## config.mk

```make
export PLATFORM = sky130hd
export DESIGN_NAME = umem_port_arbiter
export DESIGN_NICKNAME = d
export VERILOG_FILES = /design/src/rtl/umem_pkg.sv /design/src/rtl/umem_addr_step.sv /design/src/rtl/umem_port_arbiter.sv
export SDC_FILE = /design/constraint.sdc
export NUM_CORES = 1
export LEC_CHECK = 0
export CORE_MARGIN = 3
export CORE_UTILIZATION = 40
export DETAILED_ROUTE_END_ITERATION = 10
export PLACE_DENSITY = 0.7
export SYNTH_ARGS = -nofsm -noshare
export SYNTH_HDL_FRONTEND = slang
export SYNTH_SLANG_ARGS = --single-unit
```

## constraint.sdc

```tcl
create_clock -name clk -period 2.8 [get_ports clk]
set_input_delay 0.42 -clock clk [delete_from_list [all_inputs] [get_ports clk]]
set_output_delay 0.42 -clock clk [all_outputs]
set_load 0.01 [all_outputs]
```

## src/rtl/umem_pkg.sv

```systemverilog
// Shared types and funct3 helpers for the unified-memory port arbiter.
// Size and legality decoding live here so the top stays focused on sequencing.
package umem_pkg;

  localparam logic [2:0] F3_B  = 3'b000;
  localparam logic [2:0] F3_H  = 3'b001;
  localparam logic [2:0] F3_W  = 3'b010;
  localparam logic [2:0] F3_BU = 3'b100;
  localparam logic [2:0] F3_HU = 3'b101;

  typedef enum logic [1:0] {IDLE, XFER, RDWAIT, DONE} umem_arb_state_t;
  typedef enum logic {SRC_CORE, SRC_AXI} umem_src_t;

  function automatic logic f3_legal(input logic we, input logic [2:0] f3);
    logic w_ok;
    w_ok = (f3 == F3_B) || (f3 == F3_H) || (f3 == F3_W);
    if (!we) w_ok = w_ok || (f3 == F3_BU) || (f3 == F3_HU);
    return w_ok;
  endfunction

  // Index of the final byte of the access, i.e. size minus one.
  function automatic logic [1:0] f3_last_idx(input logic [2:0] f3);
    logic [1:0] w_idx;
    case (f3)
      F3_H, F3_HU: w_idx = 2'd1;
      F3_W:        w_idx = 2'd3;
      default:     w_idx = 2'd0;
    endcase
    return w_idx;
  endfunction

endpackage

```

## src/rtl/umem_addr_step.sv

```systemverilog
// Next byte address of a serialised access. Core addresses wrap modulo the
// memory depth; AXI addresses fold the top byte back onto WRAP_BASE.
module umem_addr_step
  import umem_pkg::*;
#(
  parameter int ADDR_W    = 9,
  parameter int WRAP_BASE = 256
) (
  input  logic [ADDR_W-1:0] i_addr,
  input  umem_src_t         i_src,
  output logic [ADDR_W-1:0] o_next
);

  localparam logic [ADDR_W-1:0] LP_TOP  = '1;
  localparam logic [ADDR_W-1:0] LP_WRAP = ADDR_W'(WRAP_BASE);

  always_comb begin
    o_next = i_addr + ADDR_W'(1);
    if ((i_src == SRC_AXI) && (i_addr == LP_TOP)) o_next = LP_WRAP;
  end

endmodule

```

## src/rtl/umem_port_arbiter.sv

```systemverilog
// Round-robin sharing of the byte-wide unified memory port between the core
// load/store port and the AXI word port, one memory byte per cycle.
module umem_port_arbiter
  import umem_pkg::*;
#(
  parameter int ADDR_W    = 9,
  parameter int WRAP_BASE = 256
) (
  input  logic              clk,
  input  logic              rst_n,
  input  logic              core_req,
  input  logic              core_we,
  input  logic [2:0]        core_funct3,
  input  logic [ADDR_W-1:0] core_addr,
  input  logic [31:0]       core_wdata,
  output logic              core_ack,
  output logic              core_err,
  output logic [31:0]       core_rdata,
  input  logic              axi_req,
  input  logic              axi_we,
  input  logic [ADDR_W-1:0] axi_addr,
  input  logic [31:0]       axi_wdata,
  output logic              axi_ack,
  output logic [31:0]       axi_rdata,
  output logic              mem_en,
  output logic              mem_we,
  output logic [ADDR_W-1:0] mem_addr,
  output logic [7:0]        mem_wbyte,
  input  logic [7:0]        mem_rbyte
);

  umem_arb_state_t   r_state, w_nextState;
  umem_src_t         r_src, r_lastGrant, w_grantSrc;
  logic              r_we, r_err, r_rdPend;
  logic [2:0]        r_funct3;
  logic [1:0]        r_cnt, r_lastIdx, r_rdIdx;
  logic [ADDR_W-1:0] r_addr, w_nextAddr, w_selAddr;
  logic [31:0]       r_wdata, r_rdata, w_selWdata, w_ext;
  logic              w_anyReq, w_selWe, w_grantLegal;
  logic [2:0]        w_selF3;

  umem_addr_step #(.ADDR_W(ADDR_W), .WRAP_BASE(WRAP_BASE)) u_addr_step (
    .i_addr (r_addr),
    .i_src  (r_src),
    .o_next (w_nextAddr)
  );

  // On a tie the side that did not win last time is granted.
  always_comb begin
    w_anyReq   = core_req | axi_req;
    w_grantSrc = SRC_AXI;
    if (core_req && (!axi_req || (r_lastGrant == SRC_AXI))) w_grantSrc = SRC_CORE;
    w_selWe    = (w_grantSrc == SRC_CORE) ? core_we     : axi_we;
    w_selF3    = (w_grantSrc == SRC_CORE) ? core_funct3 : F3_W;
    w_selAddr  = (w_grantSrc == SRC_CORE) ? core_addr   : axi_addr;
    w_selWdata = (w_grantSrc == SRC_CORE) ? core_wdata  : axi_wdata;
    w_grantLegal = f3_legal(w_selWe, w_selF3);
  end

  always_ff @(posedge clk or negedge rst_n) begin
    if (!rst_n) r_state <= IDLE;
    else        r_state <= w_nextState;
  end

  always_comb begin
    w_nextState = r_state;
    case (r_state)
      IDLE:    if (w_anyReq) w_nextState = w_grantLegal ? XFER : DONE;
      XFER:    if (r_cnt == r_lastIdx) w_nextState = r_we ? DONE : RDWAIT;
      RDWAIT:  w_nextState = DONE;
      DONE:    w_nextState = IDLE;
      default: w_nextState = IDLE;
    endcase
  end

  // Read bytes return one cycle after issue, so capture trails issue by one.
  always_ff @(posedge clk or negedge rst_n) begin
    if (!rst_n) begin
      r_src       <= SRC_CORE;
      r_lastGrant <= SRC_AXI;
      r_we        <= 1'b0;
      r_err       <= 1'b0;
      r_funct3    <= 3'b000;
      r_cnt       <= 2'd0;
      r_lastIdx   <= 2'd0;
      r_addr      <= '0;
      r_wdata     <= '0;
      r_rdata     <= '0;
      r_rdPend    <= 1'b0;
      r_rdIdx     <= 2'd0;
    end else begin
      r_rdPend <= (r_state == XFER) && !r_we;
      r_rdIdx  <= r_cnt;
      if (r_rdPend) r_rdata[{r_rdIdx, 3'b000} +: 8] <= mem_rbyte;
      case (r_state)
        IDLE: if (w_anyReq) begin
          r_src     <= w_grantSrc;
          r_we      <= w_selWe;
          r_funct3  <= w_selF3;
          r_addr    <= w_selAddr;
          r_wdata   <= w_selWdata;
          r_cnt     <= 2'd0;
          r_lastIdx <= f3_last_idx(w_selF3);
          r_err     <= !w_grantLegal;
          r_rdata   <= '0;
        end
        XFER: begin
          r_addr  <= w_nextAddr;
          r_wdata <= {8'h00, r_wdata[31:8]};
          r_cnt   <= r_cnt + 2'd1;
        end
        DONE:    r_lastGrant <= r_src;
        default: ;
      endcase
    end
  end

  always_comb begin
    case (r_funct3)
      F3_B:    w_ext = {{24{r_rdata[7]}}, r_rdata[7:0]};
      F3_H:    w_ext = {{16{r_rdata[15]}}, r_rdata[15:0]};
      F3_BU:   w_ext = {24'h000000, r_rdata[7:0]};
      F3_HU:   w_ext = {16'h0000, r_rdata[15:0]};
      default: w_ext = r_rdata;
    endcase
    core_ack   = (r_state == DONE) && (r_src == SRC_CORE);
    axi_ack    = (r_state == DONE) && (r_src == SRC_AXI);
    core_err   = core_ack && r_err;
    core_rdata = (core_ack && !r_err && !r_we) ? w_ext : 32'h0;
    axi_rdata  = (axi_ack && !r_we) ? r_rdata : 32'h0;
    mem_en     = (r_state == XFER);
    mem_we     = mem_en && r_we;
    mem_addr   = mem_en ? r_addr : '0;
    mem_wbyte  = mem_we ? r_wdata[7:0] : 8'h00;
  end

endmodule

```

==> results.txt <==
- CTS Buf Count: 9
- The repair_antennas step left the layout with diodes totalling 0.
- The most common cell in the synthesized netlist is dfrtp_1.
- Number of flops mapped to enable cells by yosys: 0
* Number of slew-limit violations in the final report: 0
- Across every metal layer, demand over resource in global routing totals 0.214.
- After synthesis the netlist holds a flip-flop and latch count of 89.
- Clock skew on the completed layout was measured at 5.18 ps.
* Antenna-violating nets left: 0
* Required time of the worst setup path: ~2400 ps
* Most used flip-flop cell after synthesis: dfrtp_1
- Largest cells by area after synthesis: dfrtp_1 42%, o21ai_0 5.3%, nor2_1 5.2%
- Port-buffer cells: between 150 and 200
- Final clock period utilization by the worst path: 0.944
- Pre-CTS setup slack: 169 ps
- TritonCTS built the clock tree.
- Arrival time at the worst endpoint: 2220 ps
- After detailed placement, the design holds a cell count of between 900 and 1000.
- Routability-driven placement finished with a final weighted congestion of 0.809.
- The number of antenna violations at the first check in global routing was 0.
- DIE AREA: around 0.014 mm^2
- Growth of design area from synthesis to finish: 44.8%
- Post-route minimum period: about 2600 ps
- Top cells by instance count after synthesis: 88 x dfrtp_1, 72 x nor2_1, 55 x o21ai_0
- Total power draw: about 0.0061 W
- Critical-path cell with the highest stage delay: clkdlybuf4s50_1
- Source-to-sink clock delay at the later pin of the worst-skew pair: about 330 ps
- Net count after synthesis: ~700
- Dividing the detail-routed wire length by the instance count gives roughly 17 um.
* First-pass GRT wire length: about 25000 um
* Worst setup margin: about 160 ps
- 1st-pass router iterations: 5
- The clock tree synthesis step divided the H-tree into 3 levels.
* Post-route standard cell area excluding fillers: between 0.007 and 0.008 mm^2
* Sum of negative setup slack: 0 ps
* Worst-path cell chain: ha_1 -> nand2b_1 -> or3_4 -> a21oi_1 -> clkdlybuf4s50_1
* Slew HR: 0.442
* Sort of element at the end of the critical path: primary output
- Tightest Pin Transition: about 830 ps
* Reported leakage power: a little over 3 nW
- The run finished with clean final reports.
- The cell family contributing the most delay on the critical path is buffers and inverters.
- The number of buffers and inverters on the critical path is 1.
- around 190 I/O pins were placed.
* Maximum number of pins on one net before global-route repair: 54
* Ys Warns: 0
- Of the post-synthesis cell area, the dominant cell type holds 0.422.
* Largest stage delay, worst path: 560 ps
- Summing all placed instances gives a cell area of ~0.0072 mm^2.
* Avg Synthesized Cell Area: about 8.9 um^2
* Distinct cell type count of the synthesized netlist: 55
- For this run the aggregate overflow at the end of global routing stands at 0.
- Clock input transition at the sequential cells of the worst setup and hold paths: ~60 ps
- Setup-failing EPs final: 0
- The filler cells instantiated in the layout total ~1100.
- For this run, design rule violations remaining after detail routing come to 0.
- Vias: 5138
- The number of failing hold endpoints at the final stage was 0.
- Counting flops with an async set or reset pin after synthesis yields a share of 1.00.
* TritonCTS Sinks: 89
- Achievable clock frequency: between 300 and 400 MHz
- Share of layout cells above drive strength 1: 0.0945
- Once layout is complete, the cells apart from fillers number a little over 900.
- X dimension of the die: 120 um
- The tightest min-delay check is of the input pin to async pin type.
- Height of the die: approximately 120 um
- Max-Cap Viols: 0
- Initial core utilization: 0.412
* Max IR drop VDD: about 0.47 mV
- Setup repair after global routing left no endpoint under its margin.
* Standard-cell rows: a little over 40
- The critical path is of the flop to primary output type.
* Number of global-route vias before repair: about 5000
- Synthesized instance count: around 590
- Critical path startpoint category: flop
* Cell type contributing the most total cell area after synthesis: dfrtp_1
- Of the synthesized area, sequential elements account for 0.427.
* Ratio of routed vias to standard cells: roughly 5.5
* Number of buffers inserted by hold repair at cts: 0
- Of all nets on the critical path, the largest fanout is 8.
- Cell Pwr Density: just over 800 mW/mm^2
- DRT iter0 DRCs: between 300 and 400
- In this run the clock root is driven by a clkbuf_16.
* Post-synthesis instance area: between 0.005 and 0.006 mm^2
- Wires add up to around 16000 um.
- HPWL reported at the end of detailed placement: about 12000 um
* Final layout net count: 868
* Max clock buf depth: 2
* Core Footprint: approximately 0.013 mm^2
## final timing paths
check / from / to / slack (ps) / cells past startpoint
min in group clk: r_cnt[1]$_DFFE_PN0P_ / r_rdIdx[1]$_DFF_PN0_ / 470 / 0
max in group asynchronous: rst_n / r_lastGrant$_DFFE_PN1N_ / 2080 / 2
worst max register to register: r_state[0]$_DFFE_PN0P_ / r_addr[3]$_DFFE_PN0P_ / 450 / 7
worst min-delay path: rst_n / r_rdata[10]$_DFF_PN0_ / 40 / 1
worst max-delay path: r_state[0]$_DFFE_PN0P_ / core_rdata[9] / 160 / 5
worst min register to register: r_cnt[1]$_DFFE_PN0P_ / r_rdIdx[1]$_DFF_PN0_ / 470 / 0
## routing by layer
layer | up-vias | wire length, um | global-route usage
met5 | - | 0 | 0
met4 | 0 | 306 | 0.0659
met3 | 24 | 1190 | 0.0449
met2 | 227 | 7400 | 0.366
met1 | 2454 | 6640 | 0.272
li1 | 2433 | - | -
## cells by family after synthesis
| logic type | count (synthesis) | share of synthesized area |
|---|---|---|
| flip-flops | 89 | 0.427 |
| XOR/XNOR | 3 | 0.00504 |
| AO/OA/AOI/OAI | 166 | 0.198 |
| multiplexers | 42 | 0.0899 |
| buffers and inverters | 70 | 0.0544 |
| AND/OR/NAND/NOR | 205 | 0.199 |
| adder cells (fa/ha/maj) | 11 | 0.0264 |
## registers in the layout, summed over array words and instances, names as in the netlist
signal / cells
r_rdIdx: 2
r_we: 1
r_wdata: 32
r_rdata: 32
r_cnt: 2
r_err: 1
r_funct3: 3
r_src: 1
r_lastIdx: 2
r_addr: 9
r_lastGrant: 1
r_rdPend: 1
r_state: 2
## placed cells by master, fill, tap and decap left out, types with 2 or more instances in the layout
| master | Yosys | routed |
|---|---|---|
| clkdlybuf4s50_1 | 0 | 182 |
| dfrtp_1 | 88 | 88 |
| nor2_1 | 72 | 72 |
| o21ai_0 | 55 | 54 |
| and2_1 | 34 | 34 |
| a22oi_1 | 32 | 32 |
| nand3_1 | 28 | 28 |
| a31oi_1 | 28 | 28 |
| inv_1 | 27 | 27 |
| a21oi_1 | 27 | 27 |
| nand2_1 | 21 | 21 |
| mux2_2 | 19 | 19 |
| buf_4 | 0 | 19 |
| mux2i_1 | 18 | 18 |
| nor3_1 | 17 | 17 |
| ha_1 | 11 | 11 |
| and3_1 | 9 | 9 |
| clkbuf_16 | 0 | 9 |
| o221ai_1 | 5 | 5 |
| mux2_4 | 5 | 5 |
| nor2b_1 | 4 | 4 |
| nor4b_2 | 3 | 3 |
| a22o_1 | 3 | 3 |
| clkinv_2 | 0 | 3 |
| o21a_1 | 2 | 2 |
| nand2b_1 | 2 | 2 |
| xor2_1 | 2 | 2 |
| o22a_1 | 2 | 2 |
| o21ba_2 | 2 | 2 |
| or4_1 | 2 | 2 |
| clkbuf_1 | 33 | 2 |
## layout make-up
type / count / area (um^2) / area share
well taps: 172 / 215 / 0.0285
flip-flops and latches: 89 / 2230 / 0.295
clock inverters: 4 / 45.0 / 0.00596
multi-input cells: 427 / 2730 / 0.362
inverters: 28 / 105 / 0.0139
repair buffers: 203 / 2000 / 0.264
clock buffers: 11 / 233 / 0.0308
## per-stage QoR
stage          hold slack, ps   util
2_1_floorplan             124      -
3_3_place_gp              399  0.572
3_5_place_dp              402  0.572
4_1_cts                  51.5  0.594
5_1_grt                  67.1  0.596
6_report                 41.7  0.596
## timing repair
item / in CTS / in global routing
resized for setup: 1 / 5
endpoints found under the setup margin: 16 / 24
setup buffers: 0 / 0
pin swaps: 0 / 0
## report_power, final
part | total (W) | internal, W | switching (W)
sequential | 0.00206 | 0.00172 | 0.000345
combinational | 0.00291 | 0.00137 | 0.00154
clock | 0.00114 | 0.000682 | 0.000459
No activity file was read; power rests on OpenSTA's default activity.
